[config.mk]
export PLATFORM = sky130hd
export DESIGN_NAME = udp_tx_sequencer_flat
export DESIGN_NICKNAME = d
export VERILOG_FILES = /design/src/rtl/udp_tx_sequencer_if.sv /design/src/rtl/udp_tx_sequencer.sv /design/src/flat_wrapper.sv
export SDC_FILE = /design/constraint.sdc
export NUM_CORES = 1
export LEC_CHECK = 0
export CAP_MARGIN = 10
export CORE_MARGIN = 3
export CORE_UTILIZATION = 35
export CTS_BUF_LIST = sky130_fd_sc_hd__clkbuf_8
export CTS_CLUSTER_SIZE = 12
export DETAILED_ROUTE_END_ITERATION = 12
export GPL_TIMING_DRIVEN = 0
export MAX_ROUTING_LAYER = met4
export SYNTH_ARGS = -nofsm -noshare
export SYNTH_HDL_FRONTEND = slang
export SYNTH_SLANG_ARGS = --single-unit
[constraint.sdc]
create_clock -name clk -period 6.45 [get_ports clk]
set_clock_uncertainty 0.15 [all_clocks]
set_input_delay 0.645 -clock clk [delete_from_list [all_inputs] [get_ports clk]]
set_output_delay 0.645 -clock clk [all_outputs]
set_load 0.005 [all_outputs]
[src/rtl/udp_tx_sequencer_if.sv]
`timescale 1ns/1ps
// udp_tx_sequencer_if: request, header fetch, payload and wire-byte
// signals between the UDP transmit sequencer and its neighbours.
interface udp_tx_sequencer_if;
  logic        phy_ready;
  logic        send_req;
  logic [10:0] send_len;
  logic        send_ack;
  logic        send_err;
  logic        busy;
  logic [1:0]  hdr_sel;
  logic [4:0]  hdr_idx;
  logic [7:0]  hdr_byte;
  logic [7:0]  pl_data;
  logic        pl_valid;
  logic        pl_ready;
  logic [7:0]  tx_data;
  logic        tx_valid;
  logic        tx_err;
  logic        frame_done;

  modport master (
    input  phy_ready,
    input  send_req,
    input  send_len,
    input  hdr_byte,
    input  pl_data,
    input  pl_valid,
    output send_ack,
    output send_err,
    output busy,
    output hdr_sel,
    output hdr_idx,
    output pl_ready,
    output tx_data,
    output tx_valid,
    output tx_err,
    output frame_done
  );

  modport slave (
    output phy_ready,
    output send_req,
    output send_len,
    output hdr_byte,
    output pl_data,
    output pl_valid,
    input  send_ack,
    input  send_err,
    input  busy,
    input  hdr_sel,
    input  hdr_idx,
    input  pl_ready,
    input  tx_data,
    input  tx_valid,
    input  tx_err,
    input  frame_done
  );
endinterface

[src/rtl/udp_tx_sequencer.sv]
`timescale 1ns/1ps
// udp_tx_sequencer: frame scheduler for the UDP transmit byte stream.
// Preamble/SFD, header fetch, payload, pad, CRC-32 FCS and IFG.
module udp_tx_sequencer #(
  parameter int PREAMBLE_LEN = 7,
  parameter int IFG_BYTES    = 12,
  parameter int MIN_PAYLOAD  = 18,
  parameter int MAX_PAYLOAD  = 1472
) (
  input logic                clk,
  input logic                rst,
  udp_tx_sequencer_if.master bus
);

  typedef enum logic [3:0] {
    IDLE,
    PRE,
    SFD,
    ETH,
    IP,
    UDP,
    PAY,
    PAD,
    FCS,
    ABORT,
    IFG
  } state_t;

  localparam logic [10:0] PRE_LAST = 11'(PREAMBLE_LEN - 1);
  localparam logic [10:0] IFG_LAST = 11'(IFG_BYTES - 1);
  localparam logic [10:0] MIN_LEN  = 11'(MIN_PAYLOAD);
  localparam logic [10:0] MAX_LEN  = 11'(MAX_PAYLOAD);
  localparam logic [31:0] POLY     = 32'hEDB8_8320;

  state_t      state, state_n;
  logic [10:0] cnt, cnt_n;
  logic [10:0] rem, rem_n;
  logic [10:0] len, len_n;
  logic [31:0] crc, crc_n;
  logic [31:0] fcs;
  logic [10:0] hdr_last;
  logic [10:0] pad_last;
  logic        len_ok;

  logic [7:0]  data_n;
  logic        valid_n;
  logic        err_n;
  logic        done_n;
  logic        ack_n;
  logic        serr_n;
  logic        busy_n;

  function automatic logic [31:0] crc_byte(
    input logic [31:0] c,
    input logic [7:0]  d
  );
    logic [31:0] r;
    r = c ^ {24'h0, d};
    for (int i = 0; i < 8; i++)
      r = r[0] ? ((r >> 1) ^ POLY) : (r >> 1);
    return r;
  endfunction

  assign fcs      = ~crc;
  assign pad_last = MIN_LEN - len - 11'd1;
  assign len_ok   = (bus.send_len != 11'd0) &&
                    (bus.send_len <= MAX_LEN);

  assign hdr_last = (state == ETH) ? 11'd13 :
                    (state == IP)  ? 11'd19 : 11'd7;

  assign bus.pl_ready = (state == PAY) && (rem != 11'd0);

  always_comb begin
    bus.hdr_sel = 2'd0;
    bus.hdr_idx = 5'd0;
    unique case (state)
      ETH: bus.hdr_idx = cnt[4:0];
      IP: begin
        bus.hdr_sel = 2'd1;
        bus.hdr_idx = cnt[4:0];
      end
      UDP: begin
        bus.hdr_sel = 2'd2;
        bus.hdr_idx = cnt[4:0];
      end
      default: ;
    endcase
  end

  always_comb begin
    state_n = state;
    cnt_n   = cnt;
    rem_n   = rem;
    len_n   = len;
    crc_n   = crc;
    data_n  = 8'h00;
    valid_n = 1'b0;
    err_n   = 1'b0;
    done_n  = 1'b0;
    ack_n   = 1'b0;
    serr_n  = 1'b0;
    busy_n  = bus.busy;
    unique case (state)
      IDLE: begin
        busy_n = 1'b0;
        cnt_n  = '0;
        if (bus.send_req && bus.phy_ready) begin
          if (len_ok) begin
            ack_n   = 1'b1;
            busy_n  = 1'b1;
            len_n   = bus.send_len;
            rem_n   = bus.send_len;
            state_n = PRE;
          end else begin
            serr_n = 1'b1;
          end
        end
      end
      PRE: begin
        valid_n = 1'b1;
        data_n  = 8'h55;
        if (cnt == PRE_LAST) begin
          cnt_n   = '0;
          state_n = SFD;
        end else begin
          cnt_n = cnt + 11'd1;
        end
      end
      SFD: begin
        valid_n = 1'b1;
        data_n  = 8'hD5;
        cnt_n   = '0;
        state_n = ETH;
      end
      ETH, IP, UDP: begin
        valid_n = 1'b1;
        data_n  = bus.hdr_byte;
        crc_n   = crc_byte(crc, bus.hdr_byte);
        if (cnt == hdr_last) begin
          cnt_n   = '0;
          state_n = (state == ETH) ? IP :
                    ((state == IP) ? UDP : PAY);
        end else begin
          cnt_n = cnt + 11'd1;
        end
      end
      PAY: begin
        valid_n = 1'b1;
        if (bus.pl_valid) begin
          data_n = bus.pl_data;
          crc_n  = crc_byte(crc, bus.pl_data);
          rem_n  = rem - 11'd1;
          if (rem == 11'd1) begin
            cnt_n   = '0;
            state_n = (len < MIN_LEN) ? PAD : FCS;
          end
        end else begin
          // underrun: the abort marker takes this slot
          err_n   = 1'b1;
          done_n  = 1'b1;
          state_n = ABORT;
        end
      end
      PAD: begin
        valid_n = 1'b1;
        crc_n   = crc_byte(crc, 8'h00);
        if (cnt == pad_last) begin
          cnt_n   = '0;
          state_n = FCS;
        end else begin
          cnt_n = cnt + 11'd1;
        end
      end
      FCS: begin
        valid_n = 1'b1;
        data_n  = fcs[{cnt[1:0], 3'b000} +: 8];
        if (cnt[1:0] == 2'd3) begin
          done_n  = 1'b1;
          cnt_n   = '0;
          state_n = IFG;
        end else begin
          cnt_n = cnt + 11'd1;
        end
      end
      ABORT: begin
        // marker cycle already occupies the first gap slot
        cnt_n   = 11'd1;
        state_n = IFG;
      end
      IFG: begin
        if (cnt >= IFG_LAST) begin
          cnt_n   = '0;
          crc_n   = 32'hFFFF_FFFF;
          state_n = IDLE;
        end else begin
          cnt_n = cnt + 11'd1;
        end
      end
      default: state_n = IDLE;
    endcase
  end

  always_ff @(posedge clk) begin
    if (!rst) begin
      state          <= IDLE;
      cnt            <= '0;
      rem            <= '0;
      len            <= '0;
      crc            <= 32'hFFFF_FFFF;
      bus.tx_data    <= '0;
      bus.tx_valid   <= 1'b0;
      bus.tx_err     <= 1'b0;
      bus.frame_done <= 1'b0;
      bus.send_ack   <= 1'b0;
      bus.send_err   <= 1'b0;
      bus.busy       <= 1'b0;
    end else begin
      state          <= state_n;
      cnt            <= cnt_n;
      rem            <= rem_n;
      len            <= len_n;
      crc            <= crc_n;
      bus.tx_data    <= data_n;
      bus.tx_valid   <= valid_n;
      bus.tx_err     <= err_n;
      bus.frame_done <= done_n;
      bus.send_ack   <= ack_n;
      bus.send_err   <= serr_n;
      bus.busy       <= busy_n;
    end
  end

endmodule

[src/flat_wrapper.sv]
// flat-port wrapper written by rule: the top's interface ports become plain ports
module udp_tx_sequencer_flat 
#(
  parameter int PREAMBLE_LEN = 7,
  parameter int IFG_BYTES    = 12,
  parameter int MIN_PAYLOAD  = 18,
  parameter int MAX_PAYLOAD  = 1472
)
  (clk, rst, bus_phy_ready, bus_send_req, bus_send_len, bus_hdr_byte, bus_pl_data, bus_pl_valid, bus_send_ack, bus_send_err, bus_busy, bus_hdr_sel, bus_hdr_idx, bus_pl_ready, bus_tx_data, bus_tx_valid, bus_tx_err, bus_frame_done);
  udp_tx_sequencer_if bus_i ();
  input logic clk;
  input logic rst;
  input wire logic [$bits(bus_i.phy_ready)-1:0] bus_phy_ready;
  input wire logic [$bits(bus_i.send_req)-1:0] bus_send_req;
  input wire logic [$bits(bus_i.send_len)-1:0] bus_send_len;
  input wire logic [$bits(bus_i.hdr_byte)-1:0] bus_hdr_byte;
  input wire logic [$bits(bus_i.pl_data)-1:0] bus_pl_data;
  input wire logic [$bits(bus_i.pl_valid)-1:0] bus_pl_valid;
  output wire logic [$bits(bus_i.send_ack)-1:0] bus_send_ack;
  output wire logic [$bits(bus_i.send_err)-1:0] bus_send_err;
  output wire logic [$bits(bus_i.busy)-1:0] bus_busy;
  output wire logic [$bits(bus_i.hdr_sel)-1:0] bus_hdr_sel;
  output wire logic [$bits(bus_i.hdr_idx)-1:0] bus_hdr_idx;
  output wire logic [$bits(bus_i.pl_ready)-1:0] bus_pl_ready;
  output wire logic [$bits(bus_i.tx_data)-1:0] bus_tx_data;
  output wire logic [$bits(bus_i.tx_valid)-1:0] bus_tx_valid;
  output wire logic [$bits(bus_i.tx_err)-1:0] bus_tx_err;
  output wire logic [$bits(bus_i.frame_done)-1:0] bus_frame_done;
  assign bus_i.phy_ready = bus_phy_ready;
  assign bus_i.send_req = bus_send_req;
  assign bus_i.send_len = bus_send_len;
  assign bus_i.hdr_byte = bus_hdr_byte;
  assign bus_i.pl_data = bus_pl_data;
  assign bus_i.pl_valid = bus_pl_valid;
  assign bus_send_ack = bus_i.send_ack;
  assign bus_send_err = bus_i.send_err;
  assign bus_busy = bus_i.busy;
  assign bus_hdr_sel = bus_i.hdr_sel;
  assign bus_hdr_idx = bus_i.hdr_idx;
  assign bus_pl_ready = bus_i.pl_ready;
  assign bus_tx_data = bus_i.tx_data;
  assign bus_tx_valid = bus_i.tx_valid;
  assign bus_tx_err = bus_i.tx_err;
  assign bus_frame_done = bus_i.frame_done;
  udp_tx_sequencer #(.PREAMBLE_LEN(PREAMBLE_LEN), .IFG_BYTES(IFG_BYTES), .MIN_PAYLOAD(MIN_PAYLOAD), .MAX_PAYLOAD(MAX_PAYLOAD)) u_core (.clk(clk), .rst(rst), .bus(bus_i));
endmodule
==> run_summary.xml <==
<?xml version="1.0" encoding="UTF-8"?>
<metrics>
  <group name="pwr">
    <metric name="max-vdd-ir-drop" unit="uV">122.7</metric>
    <metric name="power-per-cell-area" unit="nW/um2">281.2</metric>
    <metric name="static-leakage-power" unit="nW">2.645</metric>
    <metric name="power_after_layout" unit="mW">2.262</metric>
  </group>
  <group name="floorplanning">
    <metric name="fp.dieW" unit="um">148.3</metric>
    <metric name="dieArea" unit="um2">22000</metric>
    <metric name="top_level_ports" unit="">54</metric>
    <metric name="std_cell_rows" unit="">51</metric>
    <metric name="die_h" unit="um">148.3</metric>
    <metric name="core-area" unit="um2">19650</metric>
    <metric name="initial_utilization" unit="">0.3607</metric>
  </group>
  <group name="grt">
    <metric name="grt_use_total" unit="">0.2502</metric>
    <metric name="met1_use_gr" unit="">0.3250</metric>
    <metric name="grt_pass1_wl" unit="um">41150</metric>
    <metric name="via_count_of_the_first_global_routing_pass" unit="">6790</metric>
    <metric name="grt_overflow_total" unit="">0</metric>
    <metric name="most_congested_layer_reported_by_global_routing" unit="">met2</metric>
    <metric name="gr-usage-met3" unit="">0.06002</metric>
    <metric name="antenna_found_initial" unit="">1</metric>
    <metric name="grt_start_max_net_pins" unit="">18</metric>
    <metric name="gr_met2_demand_resource" unit="">0.3786</metric>
  </group>
  <group name="logic_synthesis">
    <metric name="synth_nets" unit="">934</metric>
    <metric name="syn-cell-area" unit="um2">7089</metric>
    <metric name="yosys_register_bits" unit="">83</metric>
    <metric name="ys.flop_type" unit="">sky130_fd_sc_hd__dfxtp_1</metric>
    <metric name="synth-compound-area-share" unit="">0.1994</metric>
    <metric name="synth-simple-area-share" unit="">0.1793</metric>
    <metric name="synth-seq-area-share" unit="">0.2344</metric>
    <metric name="synth-adder-area-share" unit="">0.01059</metric>
    <metric name="post_synth_mux_area_share" unit="">0.04377</metric>
    <metric name="synth.lib_cells_used.distinct" unit="">68</metric>
    <metric name="synth_xor_xnor_area_share" unit="">0.2840</metric>
    <metric name="synthesis.area_per_instance" unit="um2">7.912</metric>
    <metric name="ys_warn_count" unit="">0</metric>
    <metric name="synth_cells" unit="">896</metric>
    <metric name="ys_async_sr_fraction" unit="">0</metric>
    <metric name="synth_enable_flop_cells" unit="">0</metric>
    <metric name="dominant_combinational_cell_family_by_area_after_synthesis" unit="">XOR/XNOR gates</metric>
  </group>
  <group name="run_status">
    <metric name="run_status" unit="">finished clean</metric>
  </group>
  <group name="clock_network">
    <metric name="worst_skew_pair.late_latency" unit="ns">0.41</metric>
    <metric name="max-clock-path-buffers" unit="">2</metric>
    <metric name="post_cts.resized_instances" unit="">0</metric>
    <metric name="cts-hold-fix-buffers" unit="">0</metric>
    <metric name="post_cts_buffers" unit="">0</metric>
    <metric name="cts.root.buffer_cell" unit="">sky130_fd_sc_hd__clkbuf_8</metric>
    <metric name="htree_num_levels" unit="">3</metric>
    <metric name="tritoncts" unit="">yes</metric>
    <metric name="clk_pin_slew_worst_paths" unit="ns">0.11</metric>
    <metric name="clock_sinks" unit="">83</metric>
    <metric name="cts_inserted_buffers" unit="">9</metric>
  </group>
  <group name="place">
    <metric name="pre_cts_slack" unit="ns">2.564</metric>
    <metric name="routability_congestion_estimate" unit="">1.017</metric>
    <metric name="placed_cells_incl_taps" unit="">1203</metric>
    <metric name="io_buffer_count" unit="">42</metric>
    <metric name="dpl_hpwl" unit="um">19730</metric>
    <metric name="dpl_cell_area" unit="um2">7841</metric>
  </group>
  <group name="drt">
    <metric name="drcViolationCount" unit="">0</metric>
    <metric name="route.antenna.remaining_nets" unit="">0</metric>
    <metric name="drt-wirelength-per-cell" unit="um">22.08</metric>
    <metric name="drt_iter0_drc" unit="">943</metric>
    <metric name="num_vias" unit="">7220</metric>
    <metric name="vias_per_cell" unit="">5.913</metric>
    <metric name="detailedRoute.firstPassIterationCount" unit="">7</metric>
    <metric name="routed_wirelength" unit="um">26960</metric>
  </group>
  <group name="timing">
    <metric name="grt_setup_unrepaired" unit="">false</metric>
    <metric name="part_of_the_cycle_the_worst_path_needs" unit="">0.5963</metric>
    <metric name="final_hold_viol_count" unit="">0</metric>
    <metric name="max_freq" unit="MHz">260.0</metric>
    <metric name="post-route-worst-setup-slack" unit="ns">2.604</metric>
    <metric name="report.final.setup_viol" unit="">0</metric>
    <metric name="timing.slew.headroom" unit="">0.2197</metric>
    <metric name="final.setup.tns" unit="ns">0</metric>
    <metric name="timing.hold.ws" unit="ns">0.3369</metric>
    <metric name="number_of_slew_limit_violations_in_the_final_report" unit="">0</metric>
    <metric name="timing.final.crit_period" unit="ns">3.846</metric>
    <metric name="worstMarginPinSlew" unit="ns">1.162</metric>
  </group>
  <group name="cells_and_area">
    <metric name="layout.core_utilization" unit="">0.4093</metric>
    <metric name="layout.nets" unit="">988</metric>
    <metric name="flow.area_growth_from_synthesis" unit="%">13.47</metric>
    <metric name="proportion_of_layout_cells_with_a_drive_suffix_above_1" unit="">0.04293</metric>
    <metric name="layout.cell_area.non_filler" unit="um2">8044</metric>
    <metric name="final.fill_count" unit="">2115</metric>
    <metric name="stdcell_count" unit="">1221</metric>
  </group>
  <group name="worst_setup_path">
    <metric name="crit_path_start_kind" unit="">flop</metric>
    <metric name="endpoint_kind" unit="">primary output</metric>
    <metric name="worst-path-max-fanout" unit="">10</metric>
    <metric name="critPathKind" unit="">reg -&gt; out</metric>
    <metric name="cp_data_arrival_time" unit="ns">3.05</metric>
    <metric name="crit_required" unit="ns">5.65</metric>
  </group>
  <group name="run">
    <metric name="max_cap_violations" unit="">0</metric>
  </group>
  <group name="min_path">
    <metric name="hold_path_class" unit="">reg -&gt; reg</metric>
  </group>
</metrics>
## final cells by class
cell class              count  area [um2]  share of cell area
diodes                      1       2.502           0.0003111
well taps                 265       331.6             0.04122
clock buffers               9       123.9             0.01540
clock inverters             7       71.32            0.008866
multi-input cells         725        5084              0.6320
inverters                  16       60.06            0.007466
repair buffers             43       425.4             0.05289
plain buffers              72       284.0             0.03531
flip-flops and latches     83        1662              0.2066
## logic make-up after synthesis
logic type | after synthesis
buffers and inverters | 88
muxes | 21
xor gates and xnor gates | 221
and+or+nand+nor | 266
adders and majority gates | 6
AOI/OAI and AO/OA | 211
DFF | 83
## cells in the final DEF (no fill, tap or decap), types with 5 or more instances in the layout
| master | netlist | final |
|---|---|---|
| sky130_fd_sc_hd__inv_1 | 14 | 14 |
| sky130_fd_sc_hd__buf_2 | 5 | 5 |
| sky130_fd_sc_hd__nor2b_1 | 9 | 9 |
| sky130_fd_sc_hd__and2_1 | 7 | 7 |
| sky130_fd_sc_hd__nor4_1 | 8 | 8 |
| sky130_fd_sc_hd__o22a_1 | 7 | 7 |
| sky130_fd_sc_hd__nor3_1 | 24 | 24 |
| sky130_fd_sc_hd__o21ai_0 | 49 | 49 |
| sky130_fd_sc_hd__clkbuf_8 | 0 | 9 |
| sky130_fd_sc_hd__ha_1 | 6 | 6 |
| sky130_fd_sc_hd__o22ai_1 | 20 | 20 |
| sky130_fd_sc_hd__o221ai_1 | 8 | 8 |
| sky130_fd_sc_hd__xnor2_1 | 164 | 164 |
| sky130_fd_sc_hd__nor2_1 | 96 | 96 |
| sky130_fd_sc_hd__o211ai_1 | 8 | 8 |
| sky130_fd_sc_hd__nand4_1 | 5 | 5 |
| sky130_fd_sc_hd__nand2b_1 | 9 | 9 |
| sky130_fd_sc_hd__clkbuf_1 | 61 | 61 |
| sky130_fd_sc_hd__mux2i_1 | 13 | 13 |
| sky130_fd_sc_hd__buf_1 | 5 | 5 |
| sky130_fd_sc_hd__dfxtp_1 | 83 | 83 |
| sky130_fd_sc_hd__a31oi_1 | 5 | 5 |
| sky130_fd_sc_hd__a221oi_1 | 10 | 10 |
| sky130_fd_sc_hd__nand2_1 | 58 | 58 |
| sky130_fd_sc_hd__mux4_2 | 8 | 8 |
| sky130_fd_sc_hd__a211oi_1 | 8 | 8 |
| sky130_fd_sc_hd__a22oi_1 | 7 | 7 |
| sky130_fd_sc_hd__xor2_1 | 51 | 51 |
| sky130_fd_sc_hd__a21oi_1 | 47 | 47 |
| sky130_fd_sc_hd__nand3_1 | 23 | 23 |
| sky130_fd_sc_hd__clkdlybuf4s50_1 | 0 | 42 |
| sky130_fd_sc_hd__and3_1 | 6 | 6 |
## where the power goes
| group | switching (mW) | internal (mW) |
|---|---|---|
| clock | 0.247 | 0.150 |
| combinational | 0.725 | 0.533 |
| sequential | 0.0445 | 0.563 |
| total | 1.02 | 1.25 |
## flip-flops by register name, summed over array words and instances (netlist names)
| signal | count |
|---|---|
| u_core.crc | 32 |
| u_core.bus.frame_done | 1 |
| u_core.rem | 11 |
| u_core.bus.send_err | 1 |
| u_core.cnt | 11 |
| u_core.bus.tx_data | 8 |
| u_core.len | 11 |
| u_core.bus.tx_err | 1 |
| u_core.bus.send_ack | 1 |
| u_core.state | 4 |
| u_core.bus.busy | 1 |
| u_core.bus.tx_valid | 1 |
## critical path, cell delays in order, from the launching register on
cell and delay, ns:
sky130_fd_sc_hd__dfxtp_1 0.32, sky130_fd_sc_hd__clkbuf_1 0.28, sky130_fd_sc_hd__nor2b_1 0.17, sky130_fd_sc_hd__clkbuf_1 0.30
sky130_fd_sc_hd__nand2_1 0.36, sky130_fd_sc_hd__clkbuf_1 0.47, sky130_fd_sc_hd__nor2_1 0.21, sky130_fd_sc_hd__clkdlybuf4s50_1 0.53
## synthesized netlist by cell type, drive strengths merged (8+ instances only)
master,count,area [um2]
nand3,23,115.1
o21ai,49,245.2
xnor2,165,1453
clkbuf,61,229.0
nand2b,9,56.30
nor2,96,360.4
inv,15,56.30
nor2b,9,56.30
o221ai,8,70.07
buf,11,55.05
mux4,8,180.2
o22ai,20,125.1
nand2,58,217.7
a221oi,10,87.58
a211oi,8,60.06
o211ai,8,60.06
mux2i,13,130.1
dfxtp,83,1662
nor4,8,50.05
xor2,51,446.7
nor3,24,120.1
a21oi,47,235.2
## path summary, 6_finish.rpt
path              startpoint              to  slack [ns]  cells past startpoint
max          u_core.state[1]    bus_pl_ready        2.60                      7
min reg2reg    u_core.rem[4]   u_core.rem[4]        0.34                      2
max reg2reg    u_core.crc[6]  u_core.crc[19]        2.75                      8
min            u_core.rem[4]   u_core.rem[4]        0.34                      2
## layer usage
metal	share of wire	up-vias
met5	0	-
met4	0.040	0
met3	0.10	81
met2	0.45	415
met1	0.41	3454
li1	-	3270
Power figures use the tool's default switching activity.
